==> src/rtl/tx_sync_tr_gen.sv <==
//=============================================================================
// Module   : tx_sync_tr_gen
// Brief    : Transmit preamble generator. Emits a SYNC segment (PN word
//            repeated N times, optional per-repetition frequency hop)
//            followed by a TR segment (S0 word repeated TR_REP times),
//            one chip per chip strobe, MSB first.
// Revision : 1.0 - initial release
//=============================================================================
`default_nettype none

module tx_sync_tr_gen #(
  parameter int         TR_REP       = 4,
  parameter logic [4:0] DEF_SYNC_REP = 5'd16
) (
  input  logic        logic_clk_in,
  input  logic        logic_rst_in,
  input  logic        chip_en_in,
  input  logic [31:0] link_sync_pn,
  input  logic [3:0]  link_sync_hop_chan,
  input  logic        link_sync_pn_hop_en,
  input  logic [31:0] link_tr_s0,
  input  logic [5:0]  sync_rep_in,
  input  logic        tx_start_in,
  input  logic        tx_abort_in,
  output logic        chip_out,
  output logic        chip_valid_out,
  output logic [3:0]  hop_chan_out,
  output logic        sync_phase_out,
  output logic        tr_phase_out,
  output logic        tx_busy_out,
  output logic        tx_done_out,
  output logic [63:0] debug_signal
);

  typedef enum logic [1:0] {
    ST_IDLE = 2'd0,
    ST_SYNC = 2'd1,
    ST_TR   = 2'd2,
    ST_DONE = 2'd3
  } state_t;

  // Last repetition index of the TR segment.
  localparam logic [4:0] c_TR_LAST = 5'(TR_REP - 1);

  state_t      r_state;
  state_t      w_state_next;

  // Frame configuration captured at acceptance.
  logic [31:0] r_pn;
  logic [31:0] r_s0;
  logic [3:0]  r_hop_start;
  logic        r_hop_en;
  logic [4:0]  r_sync_last;   // N-1; a count of 0 (=32) wraps to 31 naturally

  logic [4:0]  r_chip_cnt;
  logic [4:0]  r_rep_cnt;
  logic [4:0]  w_chip_cnt_next;
  logic [4:0]  w_rep_cnt_next;

  logic        r_chip;
  logic        r_valid;
  logic [3:0]  r_hop_out;
  logic        r_sync_ph;
  logic        r_tr_ph;

  logic        w_latch;
  logic        w_emit;
  logic        w_emit_bit;
  logic [3:0]  w_emit_hop;
  logic        w_emit_sync;
  logic        w_emit_tr;
  logic        w_chip_last;
  logic [4:0]  w_sync_count;

  assign w_chip_last  = (r_chip_cnt == 5'd31);
  assign w_sync_count = sync_rep_in[5] ? sync_rep_in[4:0] : DEF_SYNC_REP;

  // Next-state, counter advance and chip selection; abort overrides everything.
  always_comb begin
    w_state_next    = r_state;
    w_chip_cnt_next = r_chip_cnt;
    w_rep_cnt_next  = r_rep_cnt;
    w_latch         = 1'b0;
    w_emit          = 1'b0;
    w_emit_bit      = 1'b0;
    w_emit_hop      = r_hop_out;
    w_emit_sync     = 1'b0;
    w_emit_tr       = 1'b0;

    case (r_state)
      ST_IDLE: begin
        if (tx_start_in) begin
          w_latch         = 1'b1;
          w_state_next    = ST_SYNC;
          w_chip_cnt_next = 5'd0;
          w_rep_cnt_next  = 5'd0;
        end
      end
      ST_SYNC: begin
        if (chip_en_in) begin
          w_emit          = 1'b1;
          w_emit_bit      = r_pn[~r_chip_cnt];
          w_emit_hop      = r_hop_en ? (r_hop_start + r_rep_cnt[3:0]) : r_hop_start;
          w_emit_sync     = 1'b1;
          w_chip_cnt_next = r_chip_cnt + 5'd1;
          if (w_chip_last) begin
            if (r_rep_cnt == r_sync_last) begin
              w_state_next   = ST_TR;
              w_rep_cnt_next = 5'd0;
            end else begin
              w_rep_cnt_next = r_rep_cnt + 5'd1;
            end
          end
        end
      end
      ST_TR: begin
        if (chip_en_in) begin
          w_emit          = 1'b1;
          w_emit_bit      = r_s0[~r_chip_cnt];
          w_emit_tr       = 1'b1;
          w_chip_cnt_next = r_chip_cnt + 5'd1;
          if (w_chip_last) begin
            if (r_rep_cnt == c_TR_LAST) begin
              w_state_next   = ST_DONE;
              w_rep_cnt_next = 5'd0;
            end else begin
              w_rep_cnt_next = r_rep_cnt + 5'd1;
            end
          end
        end
      end
      ST_DONE: begin
        w_state_next = ST_IDLE;
      end
      default: begin
        w_state_next = ST_IDLE;
      end
    endcase

    if (tx_abort_in) begin
      w_state_next    = ST_IDLE;
      w_chip_cnt_next = 5'd0;
      w_rep_cnt_next  = 5'd0;
      w_latch         = 1'b0;
      w_emit          = 1'b0;
    end
  end

  // State and counter registers.
  always_ff @(posedge logic_clk_in or negedge logic_rst_in) begin
    if (!logic_rst_in) begin
      r_state    <= ST_IDLE;
      r_chip_cnt <= 5'd0;
      r_rep_cnt  <= 5'd0;
    end else begin
      r_state    <= w_state_next;
      r_chip_cnt <= w_chip_cnt_next;
      r_rep_cnt  <= w_rep_cnt_next;
    end
  end

  // Configuration capture at frame acceptance, frozen for the whole frame.
  always_ff @(posedge logic_clk_in or negedge logic_rst_in) begin
    if (!logic_rst_in) begin
      r_pn        <= 32'd0;
      r_s0        <= 32'd0;
      r_hop_start <= 4'd0;
      r_hop_en    <= 1'b0;
      r_sync_last <= 5'd0;
    end else if (w_latch) begin
      r_pn        <= link_sync_pn;
      r_s0        <= link_tr_s0;
      r_hop_start <= link_sync_hop_chan;
      r_hop_en    <= link_sync_pn_hop_en;
      r_sync_last <= w_sync_count - 5'd1;
    end
  end

  // Registered chip outputs; phase flags follow the last emitted chip and drop outside a frame.
  always_ff @(posedge logic_clk_in or negedge logic_rst_in) begin
    if (!logic_rst_in) begin
      r_chip    <= 1'b0;
      r_valid   <= 1'b0;
      r_hop_out <= 4'd0;
      r_sync_ph <= 1'b0;
      r_tr_ph   <= 1'b0;
    end else begin
      r_valid <= w_emit;
      if (w_emit) begin
        r_chip    <= w_emit_bit;
        r_hop_out <= w_emit_hop;
        r_sync_ph <= w_emit_sync;
        r_tr_ph   <= w_emit_tr;
      end else if ((w_state_next == ST_IDLE) || (w_state_next == ST_DONE)) begin
        r_sync_ph <= 1'b0;
        r_tr_ph   <= 1'b0;
      end
    end
  end

  assign chip_out       = r_chip;
  assign chip_valid_out = r_valid;
  assign hop_chan_out   = r_hop_out;
  assign sync_phase_out = r_sync_ph;
  assign tr_phase_out   = r_tr_ph;
  assign tx_busy_out    = (r_state != ST_IDLE);
  assign tx_done_out    = (r_state == ST_DONE) && !tx_abort_in;
  assign debug_signal   = {r_state, r_rep_cnt, r_chip_cnt, r_hop_start, r_hop_en,
                           r_sync_last, 10'd0, r_pn};

endmodule

`default_nettype wire

==> config.mk <==
export PLATFORM = sky130hd
export DESIGN_NAME = tx_sync_tr_gen
export DESIGN_NICKNAME = d
export VERILOG_FILES = /design/src/rtl/tx_sync_tr_gen.sv
export SDC_FILE = /design/constraint.sdc
export NUM_CORES = 1
export LEC_CHECK = 0
export ABC_AREA = 1
export CORE_MARGIN = 4
export CORE_UTILIZATION = 50
export DETAILED_ROUTE_END_ITERATION = 10
export HOLD_SLACK_MARGIN = 0.05
export MAX_ROUTING_LAYER = met4
export PLACE_DENSITY = 0.92
export SLEW_MARGIN = 20
export SYNTH_ARGS = -nofsm -noshare
export SYNTH_HDL_FRONTEND = slang
export SYNTH_SLANG_ARGS = --single-unit
export TNS_END_PERCENT = 50
==> constraint.sdc <==
create_clock -name logic_clk_in -period 3.6 [get_ports logic_clk_in]
set_input_delay 0.72 -clock logic_clk_in [delete_from_list [all_inputs] [get_ports logic_clk_in]]
set_output_delay 0.72 -clock logic_clk_in [all_outputs]
set_load 0.02 [all_outputs]
==> results.sh <==
export IMPL_clkTransAtPathRegs_ns=0.09
export IMPL_tns_ns=0
export IMPL_cp_max_fo=5
export IMPL_synth_top_cell_by_area="dfrtp_1"
export IMPL_setup_viol=0
export IMPL_critical_path_class="input pin to primary output"
export IMPL_num_vias=4613
export IMPL_slew_headroom_pct=28.32
export IMPL_synth_edf_count=0
export IMPL_status="completed"
export IMPL_power_leakage_nw=3.159
export IMPL_rsz0062_at_grt="no"
export IMPL_ys_seq_elements=94
export IMPL_clock_path_buffers=2
export IMPL_seq_area_sq_um=2352
export IMPL_cts_root_buf="clkbuf_8"
export IMPL_cts_buffers=9
export IMPL_finalHoldViolations=0
export IMPL_p_per_area_nw_per_um2=770.2
export IMPL_drive_above_1_share_pct=3.277
export IMPL_r2r_slack_ns=1.04
export IMPL_cts_resized=0
export IMPL_die_area_sq_um=11210
export IMPL_post_drt_wl_per_cell_microns=14.97
export IMPL_avgViaCountPerCell=5.172
export IMPL_critical_path_cell_chain="clkdlybuf4s50_1, nor2_1, clkdlybuf4s50_1"
export IMPL_nets=851
export IMPL_ir_worst_vdd_mv=0.3190
export IMPL_crit_path_start_kind="input pin"
export IMPL_cts_hold_buf=0
export IMPL_insertion_delay_ns=0.35
export IMPL_crit_path_start="tx_abort_in"
export IMPL_h_tree_depth=3
export IMPL_hp_class="input pin to async pin"
export IMPL_tightestPinTransition_ns=1.075
export IMPL_timing_rr_start="r_chip_cnt[0]"
export IMPL_synthCells=626
export IMPL_crit_buf_inv=2
export IMPL_worst_path_largest_cell_delay_ns=0.62
export IMPL_clock_sinks=94
export IMPL_period_needed_ns=2.774
export IMPL_ys_warnings_count=0
export IMPL_skew_ns=0.01131
export IMPL_synth_common_cells="nand2_1 (285), dfrtp_1 (94), o21ai_0 (50), inv_1 (38), nor2_1 (30)"
export IMPL_area_delta_synth_final_pct=34.99
export IMPL_first_global_vias=4522
export IMPL_worstPathRequired_ns=2.88
export IMPL_drtIter0Drc=363
export IMPL_fin_util_pct=69.68
export IMPL_slew_viol_final=0
export IMPL_crit_family="buffers and inverters"
export IMPL_synth_cell_type_count=30
export IMPL_multiInputGateArea_sq_um=2126
export IMPL_grt_util_all_layers_pct=24.38
export IMPL_antenna_found_initial=0
export IMPL_arrival_ns=2.05
export IMPL_drc=0
export IMPL_cap_violations=0
export IMPL_io_pins=154
export IMPL_die_w_microns=105.9
export IMPL_hold_ws_ns=0.4718
export IMPL_cpMostUsedCell="clkdlybuf4s50_1"
export IMPL_seq_area_frac_synth_pct=49.09
export IMPL_rr_endpoint="chip_out"
export IMPL_grt_pass1_wl_microns=21470
export IMPL_synthArstFlopShare_pct=100.0
export IMPL_cts_setup_buffers=0
export IMPL_place_congestion=0.8208
export IMPL_synth_area_sq_um=4792
export IMPL_die_y_microns=105.9
export IMPL_ant_nets=0
export IMPL_ys_flop_type="dfrtp_1"
export IMPL_synth_top_cell_area_share_pct=49.09
export IMPL_hpwl_microns=9646
export IMPL_n_antenna_cell=0
export IMPL_first_pass_iters=6
export IMPL_synth_area_leaders="dfrtp_1 (49%), nand2_1 (22%), o21ai_0 (5.2%), ha_1 (3.1%), inv_1 (3.0%)"
export IMPL_coreArea_sq_um=9284
export IMPL_r2r_cells=9
export IMPL_io_buffers=143
export IMPL_rows=35
export IMPL_wl_microns=13350
export IMPL_initial_utilization_pct=51.62
export IMPL_fillers=759
export IMPL_clock_fmax_ghz=0.3605
export IMPL_cp_end_kind="primary output"
export IMPL_postSynthAreaPerCell_sq_um=7.655
export IMPL_grt_max_degree=81
export IMPL_tritoncts="built"
export IMPL_grt_overflow=0
export IMPL_post_synth_top_count_cell="nand2_1"
export IMPL_cp_slowest_cell="clkdlybuf4s50_1"
export IMPL_min_period_over_period_pct=77.06
[report_power, final]
part / switching, mW / total [mW] / leakage, nW / internal [mW]
clock network: 0.375 / 0.769 / 0.104 / 0.394
registers: 0.394 / 1.90 / 1.19 / 1.51
logic: 1.33 / 2.31 / 1.87 / 0.980
[worst register-to-register path: stages, from the launching register on]
cell	delay (ns)
dfrtp_1	0.85
inv_1	0.62
a21boi_0	0.34
o21ai_0	0.14
nor2_1	0.12
nand2_1	0.07
nand3_1	0.08
nand2_1	0.08
nand3_1	0.08
nand3_1	0.07
[cell families after synthesis]
family                   Yosys count  synth area share (%)
AND/OR/NAND/NOR                  339                 27.57
AO/OA/AOI/OAI                     91                 10.39
other                              1               0.07825
flip-flops                        94                 49.09
multiplexers                       2                0.4178
buffers and inverters             77                 7.258
XOR/XNOR                           9                 1.645
adder cells (fa/ha/maj)           13                 3.551
[area by class of cell]
| cell class | count | share of cell area (%) |
|---|---|---|
| Sequential cell | 94 | 36.36 |
| Tap cell | 129 | 2.495 |
| Inverter | 42 | 2.437 |
| Multi-Input combinational cell | 464 | 32.86 |
| Timing Repair Buffer | 147 | 22.55 |
| Clock inverter | 5 | 1.257 |
| Clock buffer | 11 | 2.031 |
[registers in the layout (all words and copies together), names as in the netlist]
signal,count
r_sync_last,5
hop_chan_out,4
r_chip_cnt,5
r_hop_start,4
r_state,2
chip_valid_out,1
r_hop_en,1
r_rep_cnt,5
chip_out,1
tr_phase_out,1
sync_phase_out,1
r_s0,32
r_pn,32
[cell usage in the layout, fill, tap and decap left out]
master / n
fa_1: 1
clkdlybuf4s50_1: 142
clkbuf_1: 2
o211ai_1: 2
buf_4: 5
o21ai_1: 2
xnor2_1: 4
clkinvlp_4: 1
ha_1: 12
nor3_4: 1
a22oi_1: 1
a22o_1: 1
clkinv_2: 1
nand4_1: 5
a31oi_1: 1
nand3_1: 17
o22ai_1: 9
dfrtp_1: 94
a21oi_2: 1
clkinv_1: 1
a21oi_1: 18
o21ai_0: 50
inv_1: 38
mux2i_1: 2
inv_6: 1
clkbuf_8: 9
xor2_1: 5
nor2_2: 1
conb_1: 10
a21boi_0: 6
bufinv_16: 2
nor2_1: 30
nand2_1: 285
inv_2: 3
[metal layers]
metal	track usage, %	part of all wire [%]	wire length (microns)
met3	4.797	7.3	975
met2	42.90	52	6879
met5	-	0	0
met4	6.660	1.5	204
met1	28.69	40	5294
[worst max path at each step]
stage,to,cells past startpoint
finish,tx_done_out,3
global route,chip_out,9
CTS,tx_done_out,3
detailed placement,tx_done_out,3
global placement,tx_done_out,3
floorplan,r_rep_cnt[4],11
[stage by stage]
step                      area [sq um]  power (mW)  setup slack (ns)  cells
after floorplan                   4826       3.181             1.659    635
after global placement            6256       4.094            0.8666    876
after detailed placement          6256       4.205            0.8064    876
after CTS                         6469       4.987            0.8036    892
after global routing              6469       5.317            0.7535    892
final                             6469       4.982            0.8260    892
No activity file was read; power rests on OpenSTA's default activity.
